===== src/rtl/axicb_pkg.sv =====
// Shared helpers for the AXI crossbar master-side ID tracking.
package axicb_pkg;

  localparam int unsigned ID_W_MAX = 32;

  function automatic int unsigned cnt_w(input int unsigned n);
    return $clog2(n + 1);
  endfunction

  function automatic logic [ID_W_MAX-1:0] slot_idx(input logic [ID_W_MAX-1:0] id,
                                                   input logic [ID_W_MAX-1:0] mask);
    return id ^ mask;
  endfunction

endpackage


===== src/rtl/axicb_id_slot.sv =====
// One ID slot: outstanding count plus the target/misroute binding it was opened with.
module axicb_id_slot
  import axicb_pkg::*;
#(
  parameter int unsigned CW     = 3,
  parameter int unsigned MAX    = 4,
  parameter int unsigned SLV_NB = 4
) (
  input  logic              aclk,
  input  logic              aresetn,
  input  logic              inc,
  input  logic              dec,
  input  logic [SLV_NB-1:0] a_ix,
  input  logic              a_mr,
  output logic              idle,
  output logic              match
);

  logic [CW-1:0]     cnt_q, cnt_d;
  logic [SLV_NB-1:0] tgt_q, tgt_d;
  logic              mr_q, mr_d;

  always_comb begin
    cnt_d = cnt_q;
    tgt_d = tgt_q;
    mr_d  = mr_q;
    if (inc && !dec && (cnt_q < CW'(MAX))) begin
      cnt_d = cnt_q + CW'(1);
      // Binding is captured only when the slot opens; later requests must match it.
      if (cnt_q == '0) begin
        tgt_d = a_ix;
        mr_d  = a_mr;
      end
    end else if (dec && !inc && (cnt_q != '0)) begin
      cnt_d = cnt_q - CW'(1);
    end
  end

  always_ff @(posedge aclk) begin
    if (!aresetn) begin
      cnt_q <= '0;
      tgt_q <= '0;
      mr_q  <= 1'b0;
    end else begin
      cnt_q <= cnt_d;
      tgt_q <= tgt_d;
      mr_q  <= mr_d;
    end
  end

  assign idle  = (cnt_q == '0);
  assign match = (tgt_q == a_ix) && (mr_q == a_mr);

endmodule


===== src/rtl/axicb_mst_id_tracker.sv =====
// Master-side outstanding-ID tracker: blocks requests that would reorder an ID across slaves.
module axicb_mst_id_tracker
  import axicb_pkg::*;
#(
  parameter int unsigned          AXI_ID_W        = 8,
  parameter int unsigned          SLV_NB          = 4,
  parameter int unsigned          MST_OSTDREQ_NUM = 4,
  parameter logic [AXI_ID_W-1:0]  MST_ID_MASK     = '0
) (
  input  logic                                 aclk,
  input  logic                                 aresetn,
  input  logic                                 a_valid,
  output logic                                 a_ready,
  input  logic [AXI_ID_W-1:0]                  a_id,
  input  logic [SLV_NB-1:0]                    a_ix,
  input  logic                                 a_mr,
  output logic                                 o_valid,
  input  logic                                 o_ready,
  output logic [AXI_ID_W-1:0]                  o_id,
  output logic [SLV_NB-1:0]                    o_ix,
  output logic                                 o_mr,
  input  logic                                 c_end,
  input  logic [AXI_ID_W-1:0]                  c_id,
  output logic [$clog2(MST_OSTDREQ_NUM+1)-1:0] ostd_cnt,
  output logic                                 id_err,
  output logic                                 cpl_err
);

  localparam int unsigned CW  = cnt_w(MST_OSTDREQ_NUM);
  localparam int unsigned NS  = (MST_OSTDREQ_NUM < 2) ? 1 : MST_OSTDREQ_NUM;
  localparam int unsigned IXW = (NS > 1) ? $clog2(NS) : 1;

  logic [ID_W_MAX-1:0] a_idx, c_idx;
  logic [IXW-1:0]      a_sel, c_sel;
  logic                a_in_rng, c_in_rng;
  logic [NS-1:0]       idle, match, inc_v, dec_v;
  logic                a_idle, a_match, c_idle;
  logic                allow, accept, c_ok, same;
  logic [CW-1:0]       ostd_q, ostd_d;
  logic                id_err_q, id_err_d, cpl_err_q, cpl_err_d;

  assign a_idx    = slot_idx(ID_W_MAX'(a_id), ID_W_MAX'(MST_ID_MASK));
  assign c_idx    = slot_idx(ID_W_MAX'(c_id), ID_W_MAX'(MST_ID_MASK));
  assign a_in_rng = (NS == 1) || (a_idx < ID_W_MAX'(NS));
  assign c_in_rng = (NS == 1) || (c_idx < ID_W_MAX'(NS));
  assign a_sel    = (NS == 1) ? '0 : a_idx[IXW-1:0];
  assign c_sel    = (NS == 1) ? '0 : c_idx[IXW-1:0];

  // Mux by compare so a non-power-of-two slot count never indexes past the array.
  always_comb begin
    a_idle  = 1'b0;
    a_match = 1'b0;
    c_idle  = 1'b1;
    for (int unsigned g = 0; g < NS; g++) begin
      if (IXW'(g) == a_sel) begin
        a_idle  = idle[g];
        a_match = match[g];
      end
      if (IXW'(g) == c_sel) c_idle = idle[g];
    end
  end

  assign allow   = (ostd_q < CW'(MST_OSTDREQ_NUM)) && a_in_rng && (a_idle || a_match);
  assign o_valid = aresetn && a_valid && allow;
  assign a_ready = aresetn && o_ready && allow;
  assign o_id    = a_id;
  assign o_ix    = a_ix;
  assign o_mr    = a_mr;

  assign accept = o_valid && o_ready;
  assign c_ok   = c_end && c_in_rng && !c_idle;
  assign same   = accept && c_ok && (a_sel == c_sel);

  always_comb begin
    inc_v = '0;
    dec_v = '0;
    for (int unsigned g = 0; g < NS; g++) begin
      inc_v[g] = accept && !same && (IXW'(g) == a_sel);
      dec_v[g] = c_ok && !same && (IXW'(g) == c_sel);
    end
  end

  for (genvar g = 0; g < NS; g++) begin : g_slot
    axicb_id_slot #(
      .CW     (CW),
      .MAX    (MST_OSTDREQ_NUM),
      .SLV_NB (SLV_NB)
    ) u_slot (
      .aclk    (aclk),
      .aresetn (aresetn),
      .inc     (inc_v[g]),
      .dec     (dec_v[g]),
      .a_ix    (a_ix),
      .a_mr    (a_mr),
      .idle    (idle[g]),
      .match   (match[g])
    );
  end

  always_comb begin
    ostd_d = ostd_q;
    if (accept && !c_ok)      ostd_d = ostd_q + CW'(1);
    else if (c_ok && !accept) ostd_d = ostd_q - CW'(1);
    id_err_d  = id_err_q  || (a_valid && !a_in_rng);
    cpl_err_d = cpl_err_q || (c_end && !c_ok);
  end

  always_ff @(posedge aclk) begin
    if (!aresetn) begin
      ostd_q    <= '0;
      id_err_q  <= 1'b0;
      cpl_err_q <= 1'b0;
    end else begin
      ostd_q    <= ostd_d;
      id_err_q  <= id_err_d;
      cpl_err_q <= cpl_err_d;
    end
  end

  assign ostd_cnt = ostd_q;
  assign id_err   = id_err_q;
  assign cpl_err  = cpl_err_q;

endmodule


===== config.mk =====
export PLATFORM = sky130hd
export DESIGN_NAME = axicb_mst_id_tracker
export DESIGN_NICKNAME = d
export VERILOG_FILES = /design/src/rtl/axicb_pkg.sv /design/src/rtl/axicb_id_slot.sv /design/src/rtl/axicb_mst_id_tracker.sv
export SDC_FILE = /design/constraint.sdc
export NUM_CORES = 1
export LEC_CHECK = 0
export ABC_AREA = 0
export CORE_MARGIN = 1.5
export CORE_UTILIZATION = 53
export DETAILED_ROUTE_END_ITERATION = 10
export MAX_ROUTING_LAYER = met4
export PLACE_DENSITY = 0.81
export SETUP_SLACK_MARGIN = 0.02
export SLEW_MARGIN = 20
export SYNTH_ARGS = -nofsm -noshare
export SYNTH_HDL_FRONTEND = slang
export SYNTH_HIERARCHICAL = 1
export SYNTH_SLANG_ARGS = --single-unit

===== constraint.sdc =====
create_clock -name aclk -period 6 [get_ports aclk]
set_clock_uncertainty 0.15 [all_clocks]
set_input_delay 0.9 -clock aclk [delete_from_list [all_inputs] [get_ports aclk]]
set_output_delay 0.9 -clock aclk [all_outputs]
set_load 0.05 [all_outputs]

======== Yosys cells after proc, flatten, opt, wreduce, memory -nomap -nowiden ========
Index checks and enable logic that the tools add are counted.
word-level totals
  input bits .............................. 26
  bits in registers ....................... 37
  output and inout port bits .............. 20
cells by class
  eq/ne operators ......................... 15
  muxes and demuxes ....................... 22
  reduce and logical (&&, ||, !) cells .... 80
  magnitude comparators ................... 7
  $add $sub $neg .......................... 10
operators with widths
  cell                                                         number
  logical AND 1 bit                                            45
  two-way mux 3 bit                                            10
  == test 4 bit                                                4
  less-than comparator 8 x 3 -> 1 bit (second input constant)  2
  adder 3 x 1 -> 3 bit (second input constant)                 5
  less-than comparator 3 bit (second input constant)           5
  subtractor 3 x 1 -> 3 bit (second input constant)            5
  logical NOT 1 bit                                            13
  logical NOT 3 bit                                            4
  two-way mux 1 bit                                            12
  nonzero test 3 bit                                           4
  nonzero test 2 bit                                           5
  == test 2 bit (first input constant)                         4
  AND reduction 2 bit                                          4
  == test 1 bit                                                4
  == test 1 x 2 -> 1 bit (first input constant)                2
  logical NOT 2 bit                                            2
  logical OR 1 bit                                             3
  == test 2 bit                                                1

======== Depth between registers and ports, before layout ========
Gate-level depths: netlist (run 1).
  depth after elaboration ................. 20
  mapped depth ............................ 15

======== Modules after synthesis ========
The synthesis (run 1) kept the hierarchy.
by module, submodules not included
  module                times used  seq. area each (µm²)  cells an instance  area an instance (µm²)
  axicb_id_slot         4           160.2                 52                 454.2
  axicb_mst_id_tracker  1           100.1                 79                 678.2

======== Worst setup path after synthesis (run 1) ========
OpenSTA, ideal clock, no wires.
  path type ............................... input to register
  from .................................... in a_mr
  to ...................................... reg g_slot[2].u_slot.cnt_q[2]
  arrival time ............................ 4208 ps
  library setup time ...................... 74 ps
  stages on the path ...................... 14
  slack ................................... 1568 ps
  buffers on the path ..................... 1
  data required time ...................... 5776 ps
  cell sequence ........................... xnor2_1 -> nand3_1 -> nor3_1 -> or4b_1 -> nand4_1 -> nor2_1 -> ha_1 -> a311o_1 -> nor3_1 -> or3b_1 -> buf_2 -> fa_1 -> or4_1 -> a31oi_1
RTL lines
  item                                 RTL line                    source
  from (decl)                          axicb_mst_id_tracker.sv:16  input logic a_mr,
  == test 1 bit *                      axicb_id_slot.sv:52         assign match = (tgt_q == a_ix) && (mr_q == a_mr);
  logical AND 1 bit *                  axicb_id_slot.sv:52
  named net match[2]                   axicb_mst_id_tracker.sv:36  logic [NS-1:0] idle, match, inc_v, dec_v;
  two-way mux 1 bit * (2 in series)    axicb_mst_id_tracker.sv:55  if (IXW'(g) == a_sel) begin
  logical OR 1 bit *                   axicb_mst_id_tracker.sv:63  assign allow = (ostd_q < CW'(MST_OSTDREQ_NUM)) && a_in_rng && (a_idle || a_match);
  logical AND 1 bit *                  axicb_mst_id_tracker.sv:63
  logical AND 1 bit *                  axicb_mst_id_tracker.sv:64  assign o_valid = aresetn && a_valid && allow;
  logical AND 1 bit *                  axicb_mst_id_tracker.sv:70  assign accept = o_valid && o_ready;
  logical AND 1 bit (2 in series)      axicb_mst_id_tracker.sv:72  assign same = accept && c_ok && (a_sel == c_sel);
  logical NOT 1 bit                    axicb_mst_id_tracker.sv:78  inc_v[g] = accept && !same && (IXW'(g) == a_sel);
  logical AND 1 bit * (2 in series)    axicb_mst_id_tracker.sv:78
  named net inc_v[2]                   axicb_mst_id_tracker.sv:36
  logical NOT 1 bit                    axicb_id_slot.sv:34         end else if (dec && !inc && (cnt_q != '0)) begin
  logical AND 1 bit (2 in series)      axicb_id_slot.sv:34
  nonzero test 2 bit (no source line)  --
  to (signal assigned)                 axicb_id_slot.sv:45         cnt_q <= cnt_d;
  to (decl)                            axicb_id_slot.sv:19         logic [CW-1:0] cnt_q, cnt_d;
The timed path passes the listed nets; every way through them passes the cells marked *.
A chain may end at the register's enable or synchronous reset.

======== Final worst setup path (run 1) ========
  from .................................... in a_ix[1]
  to ...................................... reg g_slot[2].u_slot.cnt_q[2]
RTL lines
  item                                 RTL line                    source
  from (decl)                          axicb_mst_id_tracker.sv:15  input logic [SLV_NB-1:0] a_ix,
  == test 4 bit *                      axicb_id_slot.sv:52
  logical AND 1 bit *                  axicb_id_slot.sv:52
  named net match[2]                   axicb_mst_id_tracker.sv:36
  two-way mux 1 bit * (2 in series)    axicb_mst_id_tracker.sv:55
  logical OR 1 bit *                   axicb_mst_id_tracker.sv:63
  logical AND 1 bit *                  axicb_mst_id_tracker.sv:63
  logical AND 1 bit *                  axicb_mst_id_tracker.sv:64
  logical AND 1 bit *                  axicb_mst_id_tracker.sv:70
  logical AND 1 bit (2 in series)      axicb_mst_id_tracker.sv:72
  logical NOT 1 bit                    axicb_mst_id_tracker.sv:78
  logical AND 1 bit * (2 in series)    axicb_mst_id_tracker.sv:78
  named net inc_v[2]                   axicb_mst_id_tracker.sv:36
  logical NOT 1 bit                    axicb_id_slot.sv:34
  logical AND 1 bit (2 in series)      axicb_id_slot.sv:34
  nonzero test 2 bit (no source line)  --
Marks and branches as above.

==> results of run 1 <==
-- where the power goes --
part	leakage, nW	total (mW)	internal [mW]	switching [mW]
Sequential	0.299	0.247	0.246	0.000706
Combinational	0.711	0.0828	0.0345	0.0484
Clock	0.0542	0.194	0.104	0.0899
-- cells by family (layout without fill, tap and decap cells) --
kind of cell	Yosys count	in the layout	synth area share, %
xor+xnor	22	22	7.72
buf+inv	39	70	8.33
compound gates	35	35	12.3
mux	22	22	9.33
flops	37	37	29.7
fa+ha+maj	7	7	5.02
simple gates	125	125	27.6
-- placed cells by master, fill, tap and decap left out, types with 2 or more instances in the layout --
master	instances
dfxtp_1	37
nand3_1	7
nand3b_1	3
o221a_1	4
nand2b_1	4
xnor2_1	13
a31oi_1	4
nor4_1	3
o21ai_0	9
a2111oi_4	2
and2_1	5
nor3_1	13
nor3_4	4
or4_1	4
xor2_1	9
or3b_1	4
mux2i_1	21
o211ai_1	4
inv_1	14
nor4b_1	2
o211a_1	4
fa_1	5
nor2b_1	6
clkdlybuf4s50_1	44
clkbuf_8	7
buf_4	3
nor2_1	16
ha_1	2
nand2_1	47
-- layer usage --
layer  GRT usage [%]  routed length, µm
met1            27.4               2360
met2            36.0               2490
met3            6.61                215
met4            7.55                 72
met5               -                  0
-- worst paths after layout --
| kind | startpoint | to | slack [ps] |
|---|---|---|---|
| max | a_ix[1] | g_slot[2].u_slot/cnt_q[2] | 780 |
| min | id_err | id_err | 320 |
| max reg2reg | g_slot[2].u_slot/cnt_q[0] | g_slot[2].u_slot/cnt_q[2] | 1710 |
| min reg2reg | id_err | id_err | 320 |
-- metrics by stage --
| step | power [mW] | area [µm²] | std cells | setup WS [ps] |
|---|---|---|---|---|
| finish | 0.524 | 2970 | 370 | 784 |
| global route | 0.545 | 2970 | 370 | 554 |
| CTS | 0.529 | 2970 | 370 | 814 |
| detailed placement | 0.336 | 2870 | 362 | 520 |
| global placement | 0.335 | 2870 | 362 | 668 |
| floorplan | 0.304 | 2490 | 287 | 1570 |
-- layout make-up --
cell class	instances	area, µm²
multi-input combinational	211	1550
fill	361	1470
sequential	37	741
timing repair buffer	48	468
clock buffer	7	96.3
tap	52	65.1
inverter	14	52.6
clock inverter	1	5.00
-- registers in the layout, indices dropped and copies added (netlist names) --
signal and flops:
g_slot.u_slot/tgt_q 16, g_slot.u_slot/mr_q 4, cpl_err 1, ostd_cnt 3
g_slot.u_slot/cnt_q 12, id_err 1
==> flow_summary.ini, run 1 <==
[synthesis]
synth_seq_cells = 37
post-synth-top-area-cell = dfxtp_1
synth_most_common_cell = nand2_1
synthFlopType = dfxtp_1
synth_common_cells = 47 x nand2_1, 37 x dfxtp_1, 21 x mux2i_1
yosys_warnings = 6
syn_nets = 320
syn_inst = 287
yosysUniqueCellTypes = 46
ys_async_sr_fraction_pct = 0
syn-cell-area_um2 = 2490
yosys-top-cells-area = dfxtp_1 30%, mux2i_1 8.4%, nand2_1 7.1%
synth_seq_area_share_pct = 29.7
syn_area_per_cell_um2 = 8.69
yosysTopAreaCellShare_pct = 29.7
synth_edf_count = 0

[timing]
finalSetupViolCount = 0
max_freq_ghz = 0.192
hold_viol_final = 0
setup_tns_ps = 0
period_share_pct = 86.9
holdWs_ps = 317
layout_min_cycle_time_ps = 5220
grt_setup_unrepaired = false
maxSlewHeadroom_pct = 53.7
tightest_slew_ps = 684
drv_slew = 0

[clock_tree]
ctsRootBufferMaster = clkbuf_8
clkLatencyLatePin_ps = 290
max-clock-path-buffers = 2
numCtsBuffers = 5
clock_sinks = 37
path_clk_slew_ps = 70
cts_hold_buf = 0
cts_setup_buffers = 0
cts_resized = 0
htree_levels = 2
cts_tree = yes

[setup_path]
required_ps = 6070
crit_top_cell = nor3_1
slowest_stage = clkdlybuf4s50_1
cp.depth = 14
startpoint_type = primary input
crit_type = in -> reg
crit_family = simple AND/OR/NAND/NOR gates
crit_buf_inv = 1
critPathCaptureType = flip-flop
worstPathArrival_ps = 5290
critPathMaxStageDelay_ps = 610
ff2ff_path_depth = 11
crit_fanout = 9
path_cells = clkdlybuf4s50_1 > xnor2_1 > nand3_1 > nor3_1 > or4b_1 > nand4_1 > nor2_1 > ha_1 > a311o_1 > nor3_1 > or3b_1 > fa_1 > or4_1 > a31oi_1

[drt]
detail_route.iter0.violations = 112
dr.pass1.iters = 6
num_vias = 2054
wl_per_cell_um = 13.9
routed_wl_um = 5140
drtAntennaViolNets = 0
vias_per_cell = 5.55
drc = 0

[finish]
num_antenna_cells = 0
final_util_pct = 66.9
num-nets-final = 350
area_delta_synth_final_pct = 19.2
drive_above_1_share_pct = 6.60

[floorplanning]
io_pins = 46
rows = 24
start_util_pct = 56.1
die_w_um = 71.6
chipHeight_um = 71.6
core_area_um2 = 4440
dieArea_um2 = 5130

[global_route]
grtUsageTotal_pct = 22.6
grt_max_degree = 58
overflow = 0
grt_antenna_before_repair = 0
grt_first_pass_wirelength_um = 8970
grt_pass1_vias = 1999

[power]
static-leakage-power_nw = 1.06
p_per_area_nw_per_um2 = 176
ir_drop_v = 0.000106

[placement]
gp_congestion = 0.909
hpwl_um = 3880
portBuffers = 45

[flow_run]
drv_cap = 0

[min_path]
whs_path_depth = 1
min_path_type = reg -> reg

[outcome]
status = completed
No activity file was read; power rests on OpenSTA's default activity.
==> run 2, diff against run 1 <==
==> constraint.sdc (replaced) <==
create_clock -name aclk -period 6 [get_ports aclk]
set_clock_uncertainty 0.15 [all_clocks]
set_input_delay 0.9 -clock aclk [delete_from_list [all_inputs] [get_ports aclk]]
set_output_delay 0.9 -clock aclk [all_outputs]
set_load 0.01 [all_outputs]
==> results of run 2 <==
Same layout as run 1 (identical final DEF). Status: completed.
Among the figures that moved: total power 0.524 mW -> 0.507 mW
